## config.mk

```make
export PLATFORM = sky130hd
export DESIGN_NAME = posit_encode_pipe
export DESIGN_NICKNAME = d
export VERILOG_FILES = /design/src/rtl/posit_encode_pipe.sv
export SDC_FILE = /design/constraint.sdc
export NUM_CORES = 1
export LEC_CHECK = 0
export BUFFER_PORTS_ARGS = -buffer_cell sky130_fd_sc_hd__buf_2
export CAP_MARGIN = 20
export CORE_AREA = 4 4 117 119
export DETAILED_ROUTE_END_ITERATION = 6
export DIE_AREA = 0 0 121 123
export PLACE_DENSITY_LB_ADDON = 0.25
export SYNTH_ARGS = -nofsm -noshare
export SYNTH_HDL_FRONTEND = slang
export SYNTH_SLANG_ARGS = --single-unit
```

## constraint.sdc

```tcl
create_clock -name clk -period 4.1 [get_ports clk]
set_input_delay 0.41 -clock clk [delete_from_list [all_inputs] [get_ports clk]]
set_output_delay 0.41 -clock clk [all_outputs]
set_load 0.01 [all_outputs]
```

## src/rtl/posit_encode_pipe.sv

```systemverilog
// ---------------------------------------------------------------------------
// posit_encode_pipe
//
// Three-stage pipelined posit encoder. Takes a decoded value (sign, signed
// scale, hidden-bit-normalized fraction with guard/round/sticky tail and
// NaR/zero flags) and packs it into an NBITS-wide posit word: regime run,
// ES exponent bits, fraction bits, then rounding and saturation.
//
//   stage 1 : register inputs, split scale into regime k / exponent e,
//             detect saturation (|scale| too large for any regime)
//   stage 2 : build the regime/exponent/fraction bit string and cut it to
//             NBITS-1 magnitude bits plus guard / sticky
//   stage 3 : round, clamp (never to zero, never to NaR), apply sign
//
// Optional build macro:
//   POSIT_ENC_RNE_EN  defined   -> round-to-nearest-even in stage 3
//                     undefined -> truncation only (no guard/sticky/adder)
//
// Ports:
//   clk          rising-edge clock
//   reset        synchronous, active-high; flushes all in-flight words
//   in_valid     input word present
//   in_ready     stage 1 accepts this cycle (= pipeline advances)
//   in_sign      sign of the value
//   in_scale     signed scale, value = 2^scale * 1.fraction
//   in_fraction  {hidden, FBITS fraction bits, guard, round, sticky}
//   in_inf       NaR input
//   in_zero      zero input
//   out_valid    out_data holds an encoded word
//   out_ready    downstream accepts out_data
//   out_data     encoded posit
//   out_nar      out_data is NaR
// ---------------------------------------------------------------------------
module posit_encode_pipe #(
    parameter int NBITS = 32,
    parameter int ES    = 2,
    parameter int FBITS = NBITS - 3 - ES,
    parameter int ABITS = FBITS + 4
) (
    input  logic             clk,
    input  logic             reset,
    input  logic             in_valid,
    output logic             in_ready,
    input  logic             in_sign,
    input  logic [7:0]       in_scale,
    input  logic [ABITS-1:0] in_fraction,
    input  logic             in_inf,
    input  logic             in_zero,
    output logic             out_valid,
    input  logic             out_ready,
    output logic [NBITS-1:0] out_data,
    output logic             out_nar
);

    // Magnitude width (everything but the sign bit).
    localparam int MW    = NBITS - 1;
    // Bits following the regime: exponent plus fraction below the hidden bit.
    localparam int TW    = ES + ABITS - 1;
    // Bit-string width: 2-bit regime seed, tail, and NBITS of headroom so the
    // longest regime shift never pushes tail bits off the bottom.
    localparam int STR_W = 2 + TW + NBITS;

    // Beyond these scales even the longest regime cannot represent the value.
    localparam logic signed [7:0] SAT_POS = 8'((NBITS - 2) << ES);
    localparam logic signed [7:0] SAT_NEG = -SAT_POS;

    // ------------------------------------------------------------------
    // Flow control
    // ------------------------------------------------------------------
    logic advance_s;
    logic out_valid_r;
    logic [NBITS-1:0] out_data_r;
    logic out_nar_r;

    assign advance_s = ~out_valid_r | out_ready;
    assign in_ready  = advance_s;
    assign out_valid = out_valid_r;
    assign out_data  = out_data_r;
    assign out_nar   = out_nar_r;

    // ------------------------------------------------------------------
    // Stage 1: regime / exponent split and saturation detect
    // ------------------------------------------------------------------
    logic signed [7:0] scale_s;
    logic [7:0]        k_s;
    logic              regime_pos_s;
    logic [7:0]        shift_s;
    logic              hi_s;
    logic              lo_s;

    assign scale_s      = $signed(in_scale);
    assign k_s          = scale_s >>> ES;
    assign regime_pos_s = ~in_scale[7];
    // k >= 0 : run of k+1 ones, seed already holds one -> shift by k.
    // k <  0 : run of -k zeros, seed already holds one -> shift by -k-1 = ~k.
    assign shift_s      = regime_pos_s ? k_s : ~k_s;
    assign hi_s         = (scale_s >= SAT_POS);
    assign lo_s         = (scale_s <= SAT_NEG);

    logic             s1_valid_r;
    logic             s1_sign_r;
    logic             s1_inf_r;
    logic             s1_zero_r;
    logic             s1_hi_r;
    logic             s1_lo_r;
    logic             s1_pos_r;
    logic [7:0]       s1_shift_r;
    logic [ES-1:0]    s1_exp_r;
    logic [ABITS-2:0] s1_frac_r;

    // Stage 1 register: capture the input word and its regime parameters.
    always_ff @(posedge clk) begin
        if (reset) begin
            s1_valid_r <= 1'b0;
            s1_sign_r  <= 1'b0;
            s1_inf_r   <= 1'b0;
            s1_zero_r  <= 1'b0;
            s1_hi_r    <= 1'b0;
            s1_lo_r    <= 1'b0;
            s1_pos_r   <= 1'b0;
            s1_shift_r <= 8'd0;
            s1_exp_r   <= {ES{1'b0}};
            s1_frac_r  <= {(ABITS-1){1'b0}};
        end else if (advance_s) begin
            s1_valid_r <= in_valid;
            s1_sign_r  <= in_sign;
            s1_inf_r   <= in_inf;
            s1_zero_r  <= in_zero;
            s1_hi_r    <= hi_s;
            s1_lo_r    <= lo_s;
            s1_pos_r   <= regime_pos_s;
            s1_shift_r <= shift_s;
            s1_exp_r   <= in_scale[ES-1:0];
            s1_frac_r  <= in_fraction[ABITS-2:0];
        end else begin
            s1_valid_r <= s1_valid_r;
        end
    end

    // ------------------------------------------------------------------
    // Stage 2: bit-string construction
    // ------------------------------------------------------------------
    logic [TW-1:0]    tail_s;
    logic [STR_W-1:0] seed_s;
    logic [STR_W-1:0] str_s;

    // Place the regime seed and tail at the top and shift the run in. For
    // positive regimes the run is ones, so shift the complement and invert.
    always_comb begin
        tail_s = {s1_exp_r, s1_frac_r};
        if (s1_pos_r) begin
            seed_s = {2'b10, tail_s, {NBITS{1'b0}}};
            str_s  = ~((~seed_s) >> s1_shift_r);
        end else begin
            seed_s = {2'b01, tail_s, {NBITS{1'b0}}};
            str_s  = seed_s >> s1_shift_r;
        end
    end

    logic [MW-1:0] kept_s;
    assign kept_s = str_s[STR_W-1 -: MW];

`ifdef POSIT_ENC_RNE_EN
    logic guard_s;
    logic sticky_s;
    assign guard_s  = str_s[STR_W-MW-1];
    // Covers the dropped fraction bits as well as the incoming R/S bits.
    assign sticky_s = |str_s[STR_W-MW-2:0];
`endif

    logic          s2_valid_r;
    logic          s2_sign_r;
    logic          s2_inf_r;
    logic          s2_zero_r;
    logic          s2_hi_r;
    logic          s2_lo_r;
    logic [MW-1:0] s2_kept_r;
`ifdef POSIT_ENC_RNE_EN
    logic          s2_guard_r;
    logic          s2_sticky_r;
`endif

    // Stage 2 register: truncated magnitude plus rounding information.
    always_ff @(posedge clk) begin
        if (reset) begin
            s2_valid_r  <= 1'b0;
            s2_sign_r   <= 1'b0;
            s2_inf_r    <= 1'b0;
            s2_zero_r   <= 1'b0;
            s2_hi_r     <= 1'b0;
            s2_lo_r     <= 1'b0;
            s2_kept_r   <= {MW{1'b0}};
`ifdef POSIT_ENC_RNE_EN
            s2_guard_r  <= 1'b0;
            s2_sticky_r <= 1'b0;
`endif
        end else if (advance_s) begin
            s2_valid_r  <= s1_valid_r;
            s2_sign_r   <= s1_sign_r;
            s2_inf_r    <= s1_inf_r;
            s2_zero_r   <= s1_zero_r;
            s2_hi_r     <= s1_hi_r;
            s2_lo_r     <= s1_lo_r;
            s2_kept_r   <= kept_s;
`ifdef POSIT_ENC_RNE_EN
            s2_guard_r  <= guard_s;
            s2_sticky_r <= sticky_s;
`endif
        end else begin
            s2_valid_r  <= s2_valid_r;
        end
    end

    // ------------------------------------------------------------------
    // Stage 3: rounding, clamping, sign
    // ------------------------------------------------------------------
    logic [MW:0]      sum_s;
    logic             round_up_s;
    logic [MW-1:0]    norm_mag_s;
    logic [MW-1:0]    sat_mag_s;
    logic [NBITS-1:0] data_nxt_s;
    logic             nar_nxt_s;

    // Round the kept bits, keep the result inside (0, maxpos], then pick the
    // special-case encodings by priority and apply the sign last.
    always_comb begin
`ifdef POSIT_ENC_RNE_EN
        round_up_s = s2_guard_r & (s2_kept_r[0] | s2_sticky_r);
`else
        round_up_s = 1'b0;
`endif
        sum_s = {1'b0, s2_kept_r} + {{MW{1'b0}}, round_up_s};

        if (sum_s[MW]) begin
            norm_mag_s = {MW{1'b1}};
        end else if (sum_s[MW-1:0] == {MW{1'b0}}) begin
            norm_mag_s = {{(MW-1){1'b0}}, 1'b1};
        end else begin
            norm_mag_s = sum_s[MW-1:0];
        end

        if (s2_hi_r) begin
            sat_mag_s = {MW{1'b1}};
        end else if (s2_lo_r) begin
            sat_mag_s = {{(MW-1){1'b0}}, 1'b1};
        end else begin
            sat_mag_s = norm_mag_s;
        end

        if (s2_inf_r) begin
            data_nxt_s = {1'b1, {MW{1'b0}}};
            nar_nxt_s  = 1'b1;
        end else if (s2_zero_r) begin
            data_nxt_s = {NBITS{1'b0}};
            nar_nxt_s  = 1'b0;
        end else if (s2_sign_r) begin
            data_nxt_s = (~{1'b0, sat_mag_s}) + {{(NBITS-1){1'b0}}, 1'b1};
            nar_nxt_s  = 1'b0;
        end else begin
            data_nxt_s = {1'b0, sat_mag_s};
            nar_nxt_s  = 1'b0;
        end
    end

    // Output register: holds steady while downstream stalls.
    always_ff @(posedge clk) begin
        if (reset) begin
            out_valid_r <= 1'b0;
            out_data_r  <= {NBITS{1'b0}};
            out_nar_r   <= 1'b0;
        end else if (advance_s) begin
            out_valid_r <= s2_valid_r;
            out_data_r  <= data_nxt_s;
            out_nar_r   <= nar_nxt_s;
        end else begin
            out_valid_r <= out_valid_r;
        end
    end

    // The hidden bit is implied by the encoding; in the truncating build the
    // bits below the kept magnitude are trimmed away by synthesis.
    logic unused_s;
`ifdef POSIT_ENC_RNE_EN
    assign unused_s = in_fraction[ABITS-1];
`else
    assign unused_s = ^{in_fraction[ABITS-1], str_s[STR_W-MW-1:0]};
`endif

endmodule
```

==> results of run 1 <==
## synthesized netlist by cell type (21+ instances only)
library cell / count / area share, %
nand2_1: 154 / 8.1
dfxtp_1: 112 / 32
o21ai_0: 62 / 4.4
a211oi_1: 24 / 2.5
a21oi_1: 110 / 7.8
nor3_1: 21 / 1.5
nor2_1: 80 / 4.2
mux4_2: 27 / 8.6
clkbuf_1: 69 / 3.6
## per-layer routing
metal	wire length (um)	part of all wire, %
met1	8650	43
met2	8940	45
met3	1480	7.4
met4	860	4.3
met5	0	0
## metrics by stage
step	utilization [%]	setup slack (ns)	std cells
4_1_cts	62.2	0.485	1112
2_1_floorplan	-	0.935	913
5_1_grt	62.3	0.319	1112
6_report	62.3	0.670	1112
3_3_place_gp	59.8	0.602	1096
3_5_place_dp	59.8	0.509	1096
## power by group through the flow
stage | Sequential, mW | Combinational (mW) | Clock, mW
CTS | 1.30 | 0.834 | 0.896
global placement | 1.32 | 0.827 | 0
finish | 1.30 | 0.849 | 0.886
detailed placement | 1.32 | 0.830 | 0
global route | 1.31 | 0.937 | 0.947
floorplan | 1.28 | 0.629 | 0
## worst min-delay path, cell delays in order
cell and delay, ns:
buf_2 0.09, nand2_1 0.04, a21oi_1 0.05
## how the worst max path moves through the flow
stage,from,end,cells past startpoint
2_1_floorplan,s2_kept_r[20],out_data[18],12
6_report,s2_kept_r[24],out_data[22],11
3_3_place_gp,s2_kept_r[24],out_data[22],11
3_5_place_dp,s2_kept_r[24],out_data[22],11
4_1_cts,s2_kept_r[24],out_data[22],11
5_1_grt,s2_kept_r[24],out_data[22],11
## registers in the layout (all words and copies together), names as in the netlist, 2 cells and up
| register | count |
|---|---|
| out_data | 32 |
| s1_exp_r | 2 |
| s1_frac_r | 27 |
| s1_shift_r | 5 |
| s2_kept_r | 31 |
## layout make-up
type,count,area share (%)
inverters,17,0.815
multi-input cells,700,57.3
clock buffers,9,2.88
flip-flops and latches,112,28.7
repair buffers,95,6.68
well taps,172,2.75
clock inverters,7,0.959
## cell families after synthesis
logic type	Yosys count	synth area share, %
buffers and inverters	101	5.59
flip-flops	112	31.6
multiplexers	52	12.4
AND/OR/NAND/NOR	319	20.0
adder cells (fa/ha/maj)	4	0.705
XOR/XNOR	26	3.21
AO/OA/AOI/OAI	299	26.6
==> flow_summary.json, run 1 <==
{
  "async_flop_share_pct": 0,
  "yosysUniqueCellTypes": 69,
  "wl_per_cell_um": 17.9,
  "path_buf_inv": 1,
  "fin_tns_setup_ns": 0,
  "grt_use_total_pct": 27.1,
  "endpoint_kind": "register",
  "cp_data_required_time_ns": 4.38,
  "fin_crit_ns": 3.43,
  "rsz0062_at_grt": "no",
  "p_comb_share_pct": 28.0,
  "multiInputGateArea_um2": 4480,
  "worst_slew_pin_slew_ns": 0.948,
  "antenna_found_initial": 0,
  "r2r-start": "s2_kept_r[24]",
  "ios": 81,
  "arrival_ns": 3.71,
  "met2_usage_pct": 41.6,
  "portBuffers": 76,
  "syn_inst": 913,
  "rows": 41,
  "min_path_type": "input port to register",
  "ys_seq_area_share_pct": 31.6,
  "synth_nets": 963,
  "ys_ff_latch": 112,
  "layout_common_cells": "nand2_1 (154), dfxtp_1 (111), a21oi_1 (110)",
  "cts_tree": "done",
  "die_w_um": 121,
  "slowest_stage": "o31ai_2",
  "clk_pin_slew_ns": 0.08,
  "p_per_area_nw_per_um2": 388,
  "layout-drive-gt1-share_pct": 18.9,
  "clock-sinks": 112,
  "critical-path-max-stage-delay_ns": 0.57,
  "ys.flop_type": "dfxtp_1",
  "finalSetupViolations": 0,
  "start_util_pct": 56.5,
  "critPathTopFamily": "simple AND/OR/NAND/NOR gates",
  "min_from": "in_fraction[22]",
  "skew_ns": 0.0142,
  "met1_usage_pct": 37.1,
  "cts_resized": 0,
  "r2r_cells": 11,
  "yosys_warnings": 0,
  "coreArea_um2": 12600,
  "max_freq_mhz": 292,
  "path_cells": "nor4_1, nand2_1, nor4_2, nor2_1, a21oi_1, ha_1, inv_1, o31ai_2, o21ai_0, xor2_1, o21ai_0",
  "grt_pass1_wl_um": 32700,
  "viasPerCell": 6.32,
  "wirelength_um": 19900,
  "maxSlewViolCount": 0,
  "fill_cells": 1164,
  "cts_root_buffer": "clkbuf_16",
  "hold_slack_ns": 0.282,
  "clkLatencyLatePin_ns": 0.36,
  "worst_setup_path_start_kind": "register",
  "reg2reg_to": "out_data[22]",
  "clk_path_buf_depth": 2,
  "syn_area_per_cell_um2": 7.77,
  "die_h_um": 123,
  "fin_area_um2": 7830,
  "routabilityCongestion": 0.994,
  "maxCapViolCount": 0,
  "grt_util_met3_pct": 3.93,
  "status": "completed",
  "netlist_area_um2": 7100,
  "p_sw_share_pct": 34.8,
  "reg2reg_slack_ns": 0.67,
  "area_delta_synth_final_pct": 10.3,
  "ir_drop_v": 0.000254,
  "internal_power_mw": 1.98,
  "antennaDiodeCount": 0,
  "cpMostUsedCell": "o21ai_0",
  "grt_pass1_vias": 6419,
  "dp_hpwl_um": 14100,
  "synth-edff-count": 0,
  "grt_max_degree": 69,
  "top_usage_layer": "met2",
  "slew_headroom_pct": 36.6,
  "hold_depth": 3,
  "crit_path_max_fanout": 8,
  "cts.htree.levels": 3,
  "postCtsSetupBuffers": 0,
  "via_count": 7023,
  "grt_overflow": 0,
  "p_sw_mw": 1.06,
  "placed_cell_area_um2": 7520,
  "finalCritPeriodShare_pct": 83.7,
  "drc": 0,
  "power_mw": 3.03,
  "pwr-share-seq_pct": 42.8,
  "mostFrequentLayoutCell": "nand2_1",
  "worstSetupPathType": "register to register",
  "hold_buffers": 0,
  "dieArea_um2": 14900,
  "whs_endpoint": "s1_frac_r[22]",
  "drtPass1Iterations": 5,
  "hold_violations": 0,
  "regArea_um2": 2240,
  "drt_first_iter_violations": 744,
  "postRouteAntennaNets": 0,
  "power_leakage_nw": 3.10,
  "layout.nets": 985,
  "p_clk_share_pct": 29.2,
  "numCtsBuffers": 9
}
Note: power is estimated with default switching activity, not from simulation.
==> run 2: changes to the inputs <==
- clock period: 4.1 -> 3.52 ns (I/O delays scaled with it)
==> run 2 against run 1 <==
  * Final cell count is 1.2% higher
  * Via count barely moved
  * Fmax rose by 11%
  * Critical path type unchanged
  * Sequential power rose by 16%
  * Critical endpoint is now out_data[28]
  * Global-route usage up 0.59 points
  * Worst setup slack worse by 0.23 ns
  * Core utilization grew 1.0 points
==> flow_summary.json, run 2 (synthesized netlist as in run 1, its figures left out) <==
{
  "power_leakage_nw": 3.18,
  "min_path_type": "input port to register",
  "p_per_area_nw_per_um2": 462,
  "via_count": 7026,
  "portBuffers": 76,
  "viasPerCell": 6.25,
  "rows": 41,
  "regArea_um2": 2240,
  "grt_use_total_pct": 27.7,
  "grt_overflow": 0,
  "clk_pin_slew_ns": 0.08,
  "min_from": "in_inf",
  "crit_path_max_fanout": 8,
  "grt_pass1_wl_um": 33000,
  "cts_tree": "done",
  "fill_cells": 1173,
  "clock-sinks": 112,
  "r2r-start": "s2_kept_r[24]",
  "die_w_um": 121,
  "endpoint_kind": "register",
  "worst_setup_path_start_kind": "register",
  "slowest_stage": "dfxtp_1",
  "postCtsSetupBuffers": 0,
  "antenna_found_initial": 0,
  "ir_drop_v": 0.000380,
  "fin_cells": 1125,
  "numCtsBuffers": 9,
  "maxSlewViolCount": 0,
  "hold_violations": 0,
  "fin_tns_setup_ns": 0,
  "cts.htree.levels": 3,
  "drtPass1Iterations": 5,
  "post-place-cells": 1109,
  "clkLatencyLatePin_ns": 0.36,
  "dieArea_um2": 14900,
  "wirelength_um": 20200,
  "clk_path_buf_depth": 2,
  "dp_hpwl_um": 14600,
  "area_delta_synth_final_pct": 12.1,
  "multiInputGateArea_um2": 4480,
  "slew_headroom_pct": 47.4,
  "wl_per_cell_um": 18.0,
  "grt_max_degree": 77,
  "drt_first_iter_violations": 662,
  "layout_common_cells": "nand2_1 (154), dfxtp_1 (111), a21oi_1 (110)",
  "maxCapViolCount": 0,
  "postRouteAntennaNets": 0,
  "routabilityCongestion": 0.999,
  "internal_power_mw": 2.46,
  "critical-path-max-stage-delay_ns": 0.39,
  "mostFrequentLayoutCell": "nand2_1",
  "path_cells": "nor4_1, nand2_1, nor4_2, nor2_1, a21oi_1, ha_1, inv_1, o41ai_2, buf_4, o21ai_0, xor2_1, o21ai_0",
  "p_sw_share_pct": 33.1,
  "cpMostUsedCell": "o21ai_0",
  "arrival_ns": 3.37,
  "layout-drive-gt1-share_pct": 20.0,
  "pwr-share-seq_pct": 41.2,
  "rsz0062_at_grt": "no",
  "max_freq_mhz": 324,
  "grt_pass1_vias": 6435,
  "antennaDiodeCount": 0,
  "p_sw_mw": 1.22,
  "ios": 81,
  "critPathTopFamily": "simple AND/OR/NAND/NOR gates",
  "die_h_um": 123,
  "largest_register_ff_count": 32,
  "drc": 0,
  "coreArea_um2": 12600,
  "cts_root_buffer": "clkbuf_16",
  "worstSetupPathType": "register to register",
  "skew_ns": 0.0142,
  "status": "completed",
  "worst_slew_pin_slew_ns": 0.789,
  "start_util_pct": 56.5,
  "p_clk_share_pct": 31.1,
  "finalSetupViolations": 0,
  "finalCritPeriodShare_pct": 87.6,
  "path_buf_inv": 2,
  "p_comb_share_pct": 27.7,
  "cp_data_required_time_ns": 3.81,
  "fin_crit_ns": 3.08,
  "layout.nets": 998,
  "worstSetupStartpoint": "s2_kept_r[24]"
}
run 2: cell count changes in the layout (fill, tap and decap cells not counted), sizes merged:
cell	before	now
buf	95	108
clkinv	5	2
bufinv	0	2
inv	19	20
run 2: repair_timing:
item / in CTS / in global routing
hold buffers: 0 / 0
gates resized for setup: 0 / 1
endpoints found under the setup margin: 0 / 1
run 2: final timing paths:
check,to,slack [ns],cells past startpoint
worst min-delay path,s1_inf_r,0.23,3
worst min register to register,out_data[29],0.44,2
worst max-delay path,out_data[28],0.44,12
worst max register to register,out_data[28],0.44,12
run 2: cell type report:
type / instances / area share [%]
Multi-Input combinational cell: 700 / 56.3
Inverter: 17 / 0.802
Timing Repair Buffer: 108 / 7.80
Clock buffer: 9 / 2.83
Tap cell: 172 / 2.70
Sequential cell: 112 / 28.2
Clock inverter: 7 / 1.37
run 2: tightest hold or removal path: stages:
cell	delay, ns
buf_2	0.09
nand2_1	0.05
a21oi_1	0.05
run 2: power groups by stage:
stage	logic, mW	clock network, mW	registers, mW
global route	1.12	1.21	1.53
CTS	1.00	1.17	1.51
finish	1.02	1.14	1.51
detailed placement	0.996	0	1.54
floorplan	0.732	0	1.49
global placement	0.996	0	1.54
run 2: per-layer routing:
metal  track usage, %  vias up  part of all wire (%)
met5                0        -                     0
met4             14.7        0                   4.3
met3             4.76       62                   7.4
met2             43.2      332                    46
met1             36.8     3228                    42
li1                 -     3404                     -
run 2: stage by stage:
stage                     hold WS [ns]  utilization (%)  setup WS [ns]  area, um2  power, mW
after floorplan                  0.429                -          0.355       7100       2.23
after global placement           0.430             60.6          0.354       7620       2.53
after detailed placement         0.435             60.6          0.290       7620       2.54
after CTS                        0.222             63.3          0.267       7950       3.68
after global routing             0.227             63.3          0.214       7960       3.86
final                            0.231             63.3          0.435       7960       3.68
